==> src/rtl/simu_trig_pkg.sv <==
// Shared types and defaults for the simulated-trigger scheduler.
package simu_trig_pkg;

    localparam int unsigned CW_DEF        = 16;
    localparam int unsigned PULSE_LEN_DEF = 9;

    typedef enum logic [2:0] {
        ST_IDLE,
        ST_ARM,
        ST_PULSE,
        ST_DEAD,
        ST_DONE
    } state_t;

    // Width of a source index; at least one bit even for two sources.
    function automatic int unsigned grant_w(input int unsigned n);
        return (n <= 2) ? 1 : $clog2(n);
    endfunction

endpackage

==> src/rtl/simu_rr_arb.sv <==
// Combinational round-robin pick: first pending bit at or above rr_ptr, wrapping.
module simu_rr_arb
    import simu_trig_pkg::*;
#(
    parameter int unsigned N_SRC = 4,
    parameter int unsigned IW    = grant_w(N_SRC)
) (
    input  logic [N_SRC-1:0] pending,
    input  logic [IW-1:0]    rr_ptr,
    output logic             any_grant,
    output logic [IW-1:0]    grant_idx
);

    logic [IW-1:0] w_idx;

    always_comb begin
        any_grant = 1'b0;
        grant_idx = '0;
        w_idx     = '0;
        for (int unsigned k = 0; k < N_SRC; k++) begin
            w_idx = IW'((32'(rr_ptr) + k) % N_SRC);
            if (!any_grant && pending[w_idx]) begin
                any_grant = 1'b1;
                grant_idx = w_idx;
            end
        end
    end

endmodule

==> src/rtl/simu_trig_sched.sv <==
// Round-robin scheduler sharing one trigger line between N simulated trigger sources,
// with fixed pulse length, programmable deadtime and per-run statistics.
module simu_trig_sched
    import simu_trig_pkg::*;
#(
    parameter  int unsigned N_SRC     = 4,
    parameter  int unsigned PULSE_LEN = PULSE_LEN_DEF,
    parameter  int unsigned CW        = CW_DEF,
    localparam int unsigned IW        = grant_w(N_SRC)
) (
    input  logic             clk,
    input  logic             rst,
    input  logic             start,
    input  logic             stop,
    input  logic [CW-1:0]    n_trig,
    input  logic [CW-1:0]    deadtime,
    input  logic [N_SRC-1:0] req,
    output logic             trigger,
    output logic [IW-1:0]    grant_id,
    output logic             busy,
    output logic             done,
    output logic [CW-1:0]    trig_count,
    output logic [CW-1:0]    lost_count
);

    localparam int unsigned PW      = $clog2(PULSE_LEN + 1);
    localparam int unsigned TW      = (CW > PW) ? CW : PW;
    localparam logic [CW-1:0] CNT_MAX = '1;

    state_t           r_state, w_state_nxt;
    logic [TW-1:0]    r_tmr, w_tmr_nxt;
    logic [N_SRC-1:0] r_pend, w_pend_nxt;
    logic [IW-1:0]    r_rr, w_rr_nxt;
    logic [IW-1:0]    r_gid, w_gid_nxt;
    logic [CW-1:0]    r_ntrig, w_ntrig_nxt;
    logic [CW-1:0]    r_dead, w_dead_nxt;
    logic [CW-1:0]    r_tc, w_tc_nxt;
    logic [CW-1:0]    r_lost, w_lost_nxt;
    logic             r_stop_seen, w_stop_seen_nxt;
    logic             r_trig, r_busy, r_done;

    logic             w_any;
    logic [IW-1:0]    w_gidx;
    logic [N_SRC-1:0] w_clr, w_lost_hit;
    logic             w_capture;
    logic [CW-1:0]    w_tc_inc;

    simu_rr_arb #(
        .N_SRC (N_SRC),
        .IW    (IW)
    ) u_arb (
        .pending   (r_pend),
        .rr_ptr    (r_rr),
        .any_grant (w_any),
        .grant_idx (w_gidx)
    );

    always_comb begin
        w_state_nxt     = r_state;
        w_tmr_nxt       = r_tmr;
        w_pend_nxt      = r_pend;
        w_rr_nxt        = r_rr;
        w_gid_nxt       = r_gid;
        w_ntrig_nxt     = r_ntrig;
        w_dead_nxt      = r_dead;
        w_tc_nxt        = r_tc;
        w_lost_nxt      = r_lost;
        w_stop_seen_nxt = r_stop_seen;
        w_clr           = '0;
        w_capture       = 1'b0;
        w_lost_hit      = '0;
        w_tc_inc        = r_tc + CW'(1);

        unique case (r_state)
            ST_IDLE, ST_DONE: begin
                if (stop) begin
                    w_state_nxt = ST_IDLE;
                end else if (start) begin
                    w_state_nxt = ST_ARM;
                    w_ntrig_nxt = n_trig;
                    w_dead_nxt  = deadtime;
                    w_tc_nxt    = '0;
                    w_lost_nxt  = '0;
                    w_pend_nxt  = '0;
                end
            end
            ST_ARM: begin
                w_capture = 1'b1;
                if (stop) begin
                    w_state_nxt = ST_IDLE;
                end else if (w_any) begin
                    w_state_nxt     = ST_PULSE;
                    w_gid_nxt       = w_gidx;
                    w_clr[w_gidx]   = 1'b1;
                    w_rr_nxt        = (w_gidx == IW'(N_SRC - 1)) ? '0 : w_gidx + IW'(1);
                    w_tmr_nxt       = TW'(PULSE_LEN - 1);
                    w_stop_seen_nxt = 1'b0;
                end
            end
            ST_PULSE: begin
                // A pulse always runs to completion; stop only takes effect at its end.
                w_capture = 1'b1;
                if (stop) w_stop_seen_nxt = 1'b1;
                if (r_tmr == '0) begin
                    w_tc_nxt = w_tc_inc;
                    if (r_stop_seen || stop) begin
                        w_state_nxt = ST_IDLE;
                    end else if (r_ntrig != '0 && w_tc_inc == r_ntrig) begin
                        w_state_nxt = ST_DONE;
                    end else if (r_dead == '0) begin
                        w_state_nxt = ST_ARM;
                    end else begin
                        w_state_nxt = ST_DEAD;
                        w_tmr_nxt   = TW'(r_dead) - TW'(1);
                    end
                end else begin
                    w_tmr_nxt = r_tmr - TW'(1);
                end
            end
            ST_DEAD: begin
                w_capture = 1'b1;
                if (stop) begin
                    w_state_nxt = ST_IDLE;
                end else if (r_tmr == '0) begin
                    w_state_nxt = ST_ARM;
                end else begin
                    w_tmr_nxt = r_tmr - TW'(1);
                end
            end
            default: w_state_nxt = ST_IDLE;
        endcase

        // A request to an already pending source is lost unless that source is granted now.
        if (w_capture) begin
            w_lost_hit = req & r_pend & ~w_clr;
            w_pend_nxt = (r_pend & ~w_clr) | req;
            for (int unsigned i = 0; i < N_SRC; i++) begin
                if (w_lost_hit[i] && w_lost_nxt != CNT_MAX) w_lost_nxt = w_lost_nxt + CW'(1);
            end
        end

        if (w_state_nxt == ST_IDLE) w_pend_nxt = '0;
    end

    always_ff @(posedge clk or negedge rst) begin
        if (!rst) begin
            r_state     <= ST_IDLE;
            r_tmr       <= '0;
            r_pend      <= '0;
            r_rr        <= '0;
            r_gid       <= '0;
            r_ntrig     <= '0;
            r_dead      <= '0;
            r_tc        <= '0;
            r_lost      <= '0;
            r_stop_seen <= 1'b0;
            r_trig      <= 1'b0;
            r_busy      <= 1'b0;
            r_done      <= 1'b0;
        end else begin
            r_state     <= w_state_nxt;
            r_tmr       <= w_tmr_nxt;
            r_pend      <= w_pend_nxt;
            r_rr        <= w_rr_nxt;
            r_gid       <= w_gid_nxt;
            r_ntrig     <= w_ntrig_nxt;
            r_dead      <= w_dead_nxt;
            r_tc        <= w_tc_nxt;
            r_lost      <= w_lost_nxt;
            r_stop_seen <= w_stop_seen_nxt;
            r_trig      <= (w_state_nxt == ST_PULSE);
            r_busy      <= (w_state_nxt == ST_ARM) || (w_state_nxt == ST_PULSE) ||
                           (w_state_nxt == ST_DEAD);
            r_done      <= (w_state_nxt == ST_DONE);
        end
    end

    assign trigger    = r_trig;
    assign grant_id   = r_gid;
    assign busy       = r_busy;
    assign done       = r_done;
    assign trig_count = r_tc;
    assign lost_count = r_lost;

endmodule

==> config.mk <==
export PLATFORM = sky130hd
export DESIGN_NAME = simu_trig_sched
export DESIGN_NICKNAME = d
export VERILOG_FILES = /design/src/rtl/simu_trig_pkg.sv /design/src/rtl/simu_rr_arb.sv /design/src/rtl/simu_trig_sched.sv
export SDC_FILE = /design/constraint.sdc
export NUM_CORES = 1
export LEC_CHECK = 0
export CORE_MARGIN = 4
export CORE_UTILIZATION = 54
export CTS_BUF_LIST = sky130_fd_sc_hd__clkbuf_8
export DETAILED_ROUTE_END_ITERATION = 8
export HOLD_SLACK_MARGIN = 0.05
export PLACE_DENSITY = 0.79
export SLEW_MARGIN = 20
export SYNTH_ARGS = -nofsm -noshare
export SYNTH_HDL_FRONTEND = slang
export SYNTH_SLANG_ARGS = --single-unit
==> constraint.sdc <==
create_clock -name clk -period 7.5 [get_ports clk]
set_input_delay 1.5 -clock clk [delete_from_list [all_inputs] [get_ports clk]]
set_output_delay 1.5 -clock clk [all_outputs]
set_load 0.05 [all_outputs]
### Yosys cells after proc, flatten, opt, wreduce, memory -nomap -nowiden

Cells that the tools add are included.
Widths: inputs -> output; s select.

* add/sub/neg operators: 11
* multiply operators: 0
* div/mod/pow operators: 0
* magnitude comparators: 6
* eq/ne operators: 26
* shift-type cells: 0
* mux-type cells: 67
* bitwise logic cells: 6
* reductions and logical operators: 33

Operators with widths (count)
* $mux 16: 22
* $add 16x1->16 const B: 5
* $ne 16x16->1 const B: 4
* $pmux 16 s3: 1
* $logic_not 16->1: 2
* $mux 4: 8
* $pmux 16 s2: 1
* $sub 16x1->16 const B: 2
* $mux 3: 9
* $eq 16x16->1: 1
* $reduce_bool 16->1: 1
* $lt 2x3->1 const B: 5
* $ne 2x2->1 const B: 7
* $mux 1: 13
* $and 4x4->4: 3
* $eq 3x2->1 const B: 4
* $mux 2: 6
* $pmux 3 s4: 1
* $logic_and 1x1->1: 9
* $ne 3x3->1 const B: 3
* $reduce_and 3->1: 3
* $reduce_bool 3->1: 3
* $bmux 1 s2: 4
* $reduce_and 4->1: 2
* 20 further kinds: 30

* register bits: 95
* latch bits: 0
* bits in writable memories: 0
* ROM bits: 0
* input bits: 40
* output and inout port bits: 37
* logic and storage cells: 162
* memories kept: 0

### Depth between registers and ports, before layout

Gate-level depths: netlist of the first run.

* word-level depth: 36
* mapped depth: 35
* depth with buffers taken out: 30

### By module

A second synthesis of the first run with hierarchy kept.

* cell total of the unflattened synthesis: 947
* area, all modules: 7633.6 um^2

Modules (own cells, without submodules)
* simu_trig_sched: instances 1, cells an instance 932, area each 7556.0 um^2, sequential area each 2377.3 um^2
* simu_rr_arb: instances 1, cells an instance 15, area each 77.6 um^2, sequential area each 0.0 um^2

### Least setup slack after synthesis of the first run

Ideal clock, no wire load.

* path type: input -> register
* start: in stop
* end: reg r_lost[4] (netlist: lost_count[4])
* library setup time: 0.141 ns
* arrival: 7.967 ns
* data required time: 7.359 ns
* path slack: -0.608 ns
* stages on the path: 32
* path buffers: 7
* path through: clkbuf_2 -> or4b_4 -> buf_6 -> buf_6 -> buf_6 -> buf_2 -> nand2_1 -> inv_1 -> ha_1 -> and4_1 -> and4_4 -> a21oi_2 -> buf_2 -> xnor2_1 -> ha_1 -> nand2_1 -> nor3_1 -> o21ai_2 -> nor4_4 -> a21oi_4 -> mux2_2 -> ha_1 -> o21a_1 -> nor2b_1 -> and4_1 -> buf_4 -> a21oi_4 -> mux2i_1 -> or3_4 -> nor4b_4 -> or4_1 -> a31oi_1

* word-level cells in the longest chain between the ends: 19
* elaborated cells between the ends (all ways): 26
* those cells by class: 4 x add/sub; 4 x eq/ne; 12 x mux; 2 x bitwise; 4 x reduce/logical

Ends and longest elaborated chain
* start, declared: RTL line simu_trig_sched.sv:14 `input logic stop,`
* branches (longest 18 deep; another with $add 16x1->16)
* $mux 16 (*): RTL line simu_trig_sched.sv:134 `if (w_capture) begin`
* via w_lost_nxt[4]: RTL line simu_trig_sched.sv:38 `logic [CW-1:0] r_lost, w_lost_nxt;`
* end signal, assigned: RTL line simu_trig_sched.sv:169 `r_lost <= w_lost_nxt;`
* end, declared: RTL line simu_trig_sched.sv:38

Mark *: on every way through the listed nets, which the timed path passes. The select of a mux whose other input is x is not followed.
A chain may end at the register's enable or synchronous reset.

### Worst setup path in the final report of the first run

* start: in start
* end: reg r_lost[4] (netlist: lost_count[4])

* word-level cells in the longest chain between the ends: 19
* elaborated cells between the ends (all ways): 23
* those cells by class: 4 x add/sub; 4 x eq/ne; 11 x mux; 4 x reduce/logical

Ends and longest elaborated chain
* start, declared: RTL line simu_trig_sched.sv:13 `input logic start,`
* $mux 16 (*): RTL line simu_trig_sched.sv:78 `end else if (start) begin`
* $mux 16 (*): RTL line simu_trig_sched.sv:76 `if (stop) begin`
* $mux 16 (*): RTL line simu_trig_sched.sv:74 `unique case (r_state)`
* branches (longest 15 deep; another with $add 16x1->16)
* $mux 16 (*): RTL line simu_trig_sched.sv:134
* via w_lost_nxt[4]: RTL line simu_trig_sched.sv:38

Marks and branches as above.

==> impl_metrics.csv, run 1 <==
group,metric,value,unit
pwr,swShare,47.1,%
routing,ant_nets,0,
global_routing,grt_pass1_vias,6963,
placement,place.gp.congestion,0.992,
pwr,total_power,2.63,mW
clock_network,clock_latency,370,ps
pwr,clkPwrFrac,14.0,%
timing,setup-violations-final,0,
finish,fin_area,9000,µm²
timing,fmax,0.141,GHz
synthesis,async_reset_ff_share,100,%
timing,min_period,7120,ps
synthesis,synth_ff_type,"dfrtp_1",
clock_network,clk_pin_slew,100,ps
timing,period_share,94.9,%
routing,drt-vias-per-instance,6.15,
timing,worstMarginPinSlew,1010,ps
run,cap_viol_max_count,0,
pwr,power_frac_comb,52.1,%
finish,final_core_util,64.9,%
synthesis,synth_seq_area_share,31.0,%
critical_path,path_max_fanout,9,
hold_path,min_from,"grant_id[1]",
pwr,powerDensity,292,nW/µm²
clock_network,cts_made_buffers,9,
routing,firstDrtPassIters,6,
critical_path,r2r-start,"r_pend[0]",
floorplan,die-width,127,µm
critical_path,cp-end-kind,"flop",
floorplan,start_util,55.3,%
critical_path,crit_arrival,7410,ps
placement,io_buffers,76,
finish,stdcell_count,1217,
synthesis,synth_area,7680,µm²
floorplan,fp-row-count,43,
pwr,power.internal,1.39,mW
placement,place_area,8750,µm²
global_routing,grt_max_degree,67,
critical_path,path_buf_inv,4,
clock_network,clkSinkCount,95,
finish,final_common_cell,"nand2_1",
critical_path,worst-r2r-setup-slack,1160,ps
pwr,p_sw,1.24,mW
routing,drt_first_iter_violations,572,
finish,drive_gt1_share,11.8,%
timing,slew_viol_final,0,
synthesis,synthCells,954,
critical_path,worstSetupPathType,"in -> reg",
hold_path,hold_end,"grant_id[1]",
pwr,seq_power_share,33.9,%
finish,syn2layout_area_growth,17.3,%
floorplan,io_pins,77,
floorplan,core-area,13900,µm²
placement,place_inst,1197,
pwr,p_leak,3.69,nW
finish,fin_nets,1083,
critical_path,start_kind,"primary input",
synthesis,synth_fp_nets,1005,
timing,relSlewSlack,32.3,%
global_routing,antenna_found_initial,0,
timing,rsz0062_at_grt,"false",
timing,finClkSkew,12.3,ps
hold_path,min_path_type,"reg -> reg",
routing,drt-total-wl,21.1,mm
critical_path,r2r_end,"lost_count[11]",
synthesis,ys_ff_latch,95,
clock_network,cts_hold_buf,0,
synthesis,synth_edf_count,0,
synthesis,yosysWarnings,0,
global_routing,overflow,0,
critical_path,max_stage_delay,640,ps
floorplan,dieArea,16200,µm²
placement,dp_hpwl,16.1,mm
timing,hold_violations,0,
clock_network,cts_buffer_depth,2,
routing,drt-wirelength-per-cell,17.3,µm
critical_path,crit_slowest_cell,"or4b_2",
synthesis,avgSynthCellArea,8.05,µm²
floorplan,die_y,127,µm
critical_path,critPathRequiredTime,7800,ps
routing,post-route-drc-count,0,
clock_network,cts_root_buf,"clkbuf_8",
status,outcome,"finished, final reports clean",
global_routing,track_usage,26.2,%
pwr,peakVddDrop,191,µV
critical_path,cp_top_family,"simple AND/OR/NAND/NOR gates",
clock_network,h-tree-depth,3,
finish,most-common-layout-cells,"188 x nand2_1, 95 x dfrtp_1, 75 x clkdlybuf4s50_1",
hold_path,whs_path_depth,2,
finish,antennaDiodeCount,0,
routing,vias,7481,
timing,whs,503,ps
critical_path,reg2reg_depth,28,
global_routing,grt_pass1_wl,35.0,mm
clock_network,cts_tree,"built",
synthesis,synth.distinct_cells,91,
-- stage by stage --
step	worst slack (ps)	setup TNS (ps)
6_report	384	0
3_5_place_dp	-34.0	-37.4
5_1_grt	25.1	0
2_1_floorplan	6.40	0
4_1_cts	331	0
3_3_place_gp	152	0
-- state kept, by name (all words and copies together) (netlist names) --
register	cells
lost_count	16
r_dead	16
r_ntrig	16
r_tmr	16
trig_count	16
r_pend	4
r_state	3
grant_id	2
r_rr	2
busy	1
done	1
r_stop_seen	1
trigger	1
-- kinds of logic after synthesis --
logic type | Yosys count | synth area share, %
and+or+nand+nor | 482 | 32.9
adders and majority gates | 11 | 1.79
buffers and inverters | 59 | 3.57
DFF | 95 | 31.0
AOI/OAI and AO/OA | 219 | 19.7
muxes | 10 | 1.37
xor gates and xnor gates | 78 | 9.68
-- per-layer routing --
layer / global-route usage [%] / part of all wire (%) / vias to the layer above
met5: 0 / 0 / -
met4: 9.78 / 2.4 / 0
met3: 3.60 / 6.4 / 40
met2: 42.8 / 48 / 273
met1: 35.8 / 43 / 3555
li1: - / - / 3613
-- worst max path at each step --
| stage | from | endpoint | slack [ps] | depth (start not counted) |
|---|---|---|---|---|
| 3_5_place_dp | start | lost_count[11] | -30 | 28 |
| 5_1_grt | start | lost_count[4] | 30 | 29 |
| 3_3_place_gp | start | lost_count[3] | 150 | 28 |
| 6_report | start | lost_count[4] | 380 | 25 |
| 2_1_floorplan | stop | lost_count[4] | 6 | 33 |
| 4_1_cts | start | lost_count[11] | 330 | 28 |
-- cell type report --
| class | instances | area, µm² |
|---|---|---|
| sequential | 95 | 2380 |
| clock inverter | 7 | 88.8 |
| fill | 1241 | 4880 |
| tap | 180 | 225 |
| clock buffer | 9 | 124 |
| multi-input combinational | 800 | 5130 |
| inverter | 20 | 77.6 |
| timing repair buffer | 106 | 983 |
-- Yosys cell counts, types with 16 or more instances --
| master | number | area [µm²] |
|---|---|---|
| or3_1 | 16 | 100 |
| inv_1 | 20 | 75.1 |
| nand2_1 | 191 | 717 |
| o21ai_0 | 62 | 310 |
| nor4_1 | 17 | 106 |
| and3_1 | 16 | 100 |
| nand3_1 | 41 | 205 |
| a21oi_1 | 42 | 210 |
| nor2_1 | 68 | 255 |
| xnor2_1 | 44 | 385 |
| nand4_1 | 16 | 100 |
| nor3_1 | 28 | 140 |
| clkbuf_1 | 24 | 90.1 |
| dfrtp_1 | 95 | 2380 |
| xor2_1 | 26 | 228 |
-- tightest hold or removal path: stages (launching register included) --
cell	delay (ps)
dfrtp_1	350
nand2_1	50
o21ai_0	70
-- power groups by stage --
stage / clock network, mW / logic [mW] / registers (mW)
after floorplan: 0 / 0.921 / 0.951
after global placement: 0 / 1.33 / 0.891
after detailed placement: 0 / 1.35 / 0.896
after CTS: 0.376 / 1.36 / 0.886
after global routing: 0.396 / 1.51 / 0.923
final: 0.367 / 1.37 / 0.892
-- repair_timing --
action | 4_1_cts | 5_1_grt
resized for setup | 0 | 4
endpoints found under the setup margin | 0 | 14
setup buffers | 0 | 4
(Power assumes the default switching activity.)
==> inputs of run 2 (changes only) <==
--- a/config.mk
+++ b/config.mk
@@ -5,7 +5,7 @@
 export SDC_FILE = /design/constraint.sdc
 export NUM_CORES = 1
 export LEC_CHECK = 0
-export CORE_MARGIN = 4
+export CORE_MARGIN = 2
 export CORE_UTILIZATION = 54
 export CTS_BUF_LIST = sky130_fd_sc_hd__clkbuf_8
 export DETAILED_ROUTE_END_ITERATION = 8
==> run 2 against run 1 <==
Critical path depth grew 4. Clock-buffer cell count is the same. Clock power shrank 4%. Global-route usage grew 2.2 points. Sequential cell count is the same. Wire length shrank 1.2%. Critical endpoint is now lost_count[11]. Final area grew 0.31%. Core utilization grew 0.20 points. Maximum frequency shrank 1.4%. Combinational power is essentially flat.
==> impl_metrics.csv, run 2 (same netlist as run 1, synthesis figures left out) <==
group,metric,value,unit
critical_path,crit_path_frequent_cell,"nand2_2",
global_routing,antenna_found_initial,0,
routing,drt-total-wl,20.9,mm
critical_path,cp_top_family,"simple AND/OR/NAND/NOR gates",
global_routing,grt_busiest_layer,"met2",
clock_network,cts_tree,"built",
placement,place_ws,-109,ps
placement,place_area,8750,µm²
finish,stdcell_count,1218,
clock_network,h-tree-depth,3,
pwr,swShare,47.0,%
critical_path,max_stage_delay,540,ps
finish,drive_gt1_share,11.8,%
finish,syn2layout_area_growth,17.6,%
critical_path,path_max_fanout,9,
global_routing,overflow,0,
clock_network,cts_buffer_depth,2,
clock_network,clock_latency,360,ps
finish,final_common_cell,"nand2_1",
clock_network,clkSinkCount,95,
hold_path,whs_path_depth,2,
floorplan,io_pins,77,
timing,slew_viol_final,0,
finish,final-seq-area,2380,µm²
global_routing,grt_pass1_vias,7011,
pwr,clkPwrFrac,13.5,%
hold_path,min_from,"grant_id[0]",
critical_path,reg2reg_depth,27,
status,outcome,"finished, final reports clean",
finish,fin_area,9030,µm²
hold_path,min_path_type,"reg -> reg",
floorplan,core-area,13900,µm²
timing,relSlewSlack,33.5,%
global_routing,gr-usage-met2,45.7,%
critical_path,crit_arrival,7470,ps
routing,drt_first_iter_violations,663,
routing,vias,7573,
pwr,powerDensity,291,nW/µm²
critical_path,worstSetupPathType,"in -> reg",
routing,ant_nets,0,
critical_path,crit_slowest_cell,"or4b_4",
clock_network,cts_made_buffers,9,
placement,io_buffers,76,
global_routing,grt_max_degree,57,
critical_path,critPathRequiredTime,7750,ps
pwr,p_leak,3.75,nW
finish,fin_nets,1086,
timing,min_period,7220,ps
floorplan,fp-row-count,43,
placement,place.gp.congestion,0.958,
pwr,p_sw,1.23,mW
timing,hold_violations,0,
timing,layout_setup_ws,284,ps
critical_path,start_kind,"primary input",
timing,period_share,96.2,%
pwr,power.internal,1.39,mW
placement,dp_hpwl,15.9,mm
critical_path,r2r_end,"lost_count[11]",
finish,most-common-layout-cells,"187 x nand2_1, 95 x dfrtp_1, 75 x clkdlybuf4s50_1",
finish,multiInputGateArea,5140,µm²
finish,fillCellCount,1217,
finish,antennaDiodeCount,0,
critical_path,worst-r2r-setup-slack,1150,ps
clock_network,clk_pin_slew,90,ps
timing,fmax,0.139,GHz
global_routing,grt_pass1_wl,34.5,mm
critical_path,cp-end-kind,"flop",
routing,drt-vias-per-instance,6.22,
critical_path,path_buf_inv,3,
clock_network,cts_root_buf,"clkbuf_8",
floorplan,die-width,123,µm
pwr,power_frac_comb,52.5,%
critical_path,r2r-start,"r_pend[0]",
routing,post-route-drc-count,0,
pwr,total_power,2.63,mW
pwr,seq_power_share,34.0,%
floorplan,dieArea,15200,µm²
global_routing,grt.met1_usage,39.3,%
global_routing,track_usage,28.4,%
timing,finClkSkew,12.5,ps
run,cap_viol_max_count,0,
placement,place_inst,1197,
finish,final_core_util,65.1,%
timing,setup-violations-final,0,
global_routing,grt_use_met3,3.78,%
pwr,peakVddDrop,186,µV
hold_path,hold_end,"grant_id[0]",
floorplan,start_util,55.3,%
timing,rsz0062_at_grt,"false",
timing,worstMarginPinSlew,996,ps
routing,firstDrtPassIters,5,
floorplan,die_y,123,µm
routing,drt-wirelength-per-cell,17.1,µm
==> run 2: cell count changes in the layout (fill, tap and decap cells not counted), sizes merged <==
cell      previous run  this run
clkinvlp             2         1
buf                 31        34
clkinv               2         1
==> run 2: cell type report <==
cell class / instances / area share, %
Multi-Input combinational cell: 800 / 57.0
Clock buffer: 9 / 1.37
Sequential cell: 95 / 26.3
Tap cell: 180 / 2.49
Timing Repair Buffer: 109 / 11.1
Clock inverter: 5 / 0.845
Inverter: 20 / 0.859
==> run 2: power groups by stage <==
| stage | Combinational [mW] | Sequential [mW] | Clock, mW |
|---|---|---|---|
| 2_1_floorplan | 0.921 | 0.951 | 0 |
| 3_3_place_gp | 1.33 | 0.890 | 0 |
| 3_5_place_dp | 1.35 | 0.895 | 0 |
| 4_1_cts | 1.36 | 0.886 | 0.363 |
| 5_1_grt | 1.53 | 0.915 | 0.385 |
| 6_report | 1.38 | 0.892 | 0.354 |
==> run 2: what timing repair did <==
action	in CTS	in global routing
hold buffers	0	0
gates resized for setup	0	5
setup buffers	0	7
endpoints found under the setup margin	0	12
==> run 2: how the worst max path moves through the flow <==
stage / startpoint / to / slack [ps] / depth (start not counted)
after floorplan: stop / lost_count[4] / 6 / 33
after global placement: start / lost_count[10] / 130 / 28
after detailed placement: start / lost_count[11] / -110 / 28
after CTS: start / lost_count[11] / 250 / 28
after global routing: start / lost_count[11] / 20 / 29
final: start / lost_count[11] / 280 / 29
==> run 2: worst reg2reg max path, delay by kind of cell, from the launching register on <==
kind                       cells  cell delay, ps
buffers and inverters          4             630
DFF                            1             440
adders and majority gates      2             450
AOI/OAI and AO/OA              7            1370
xor gates and xnor gates       3             740
and+or+nand+nor               11            2630
==> run 2: stage by stage <==
step	TNS, ps	hold slack, ps
after floorplan	0	457
after global placement	0	467
after detailed placement	-219	474
after CTS	0	498
after global routing	0	536
final	0	495
==> run 2: metal layers <==
| metal | vias up | share of wire (%) | wire, µm |
|---|---|---|---|
| met3 | 39 | 6.9 | 1440 |
| met1 | 3606 | 43 | 8980 |
| met4 | 0 | 2.5 | 516 |
| met2 | 324 | 48 | 9920 |
| li1 | 3604 | - | - |
| met5 | - | 0 | 0 |
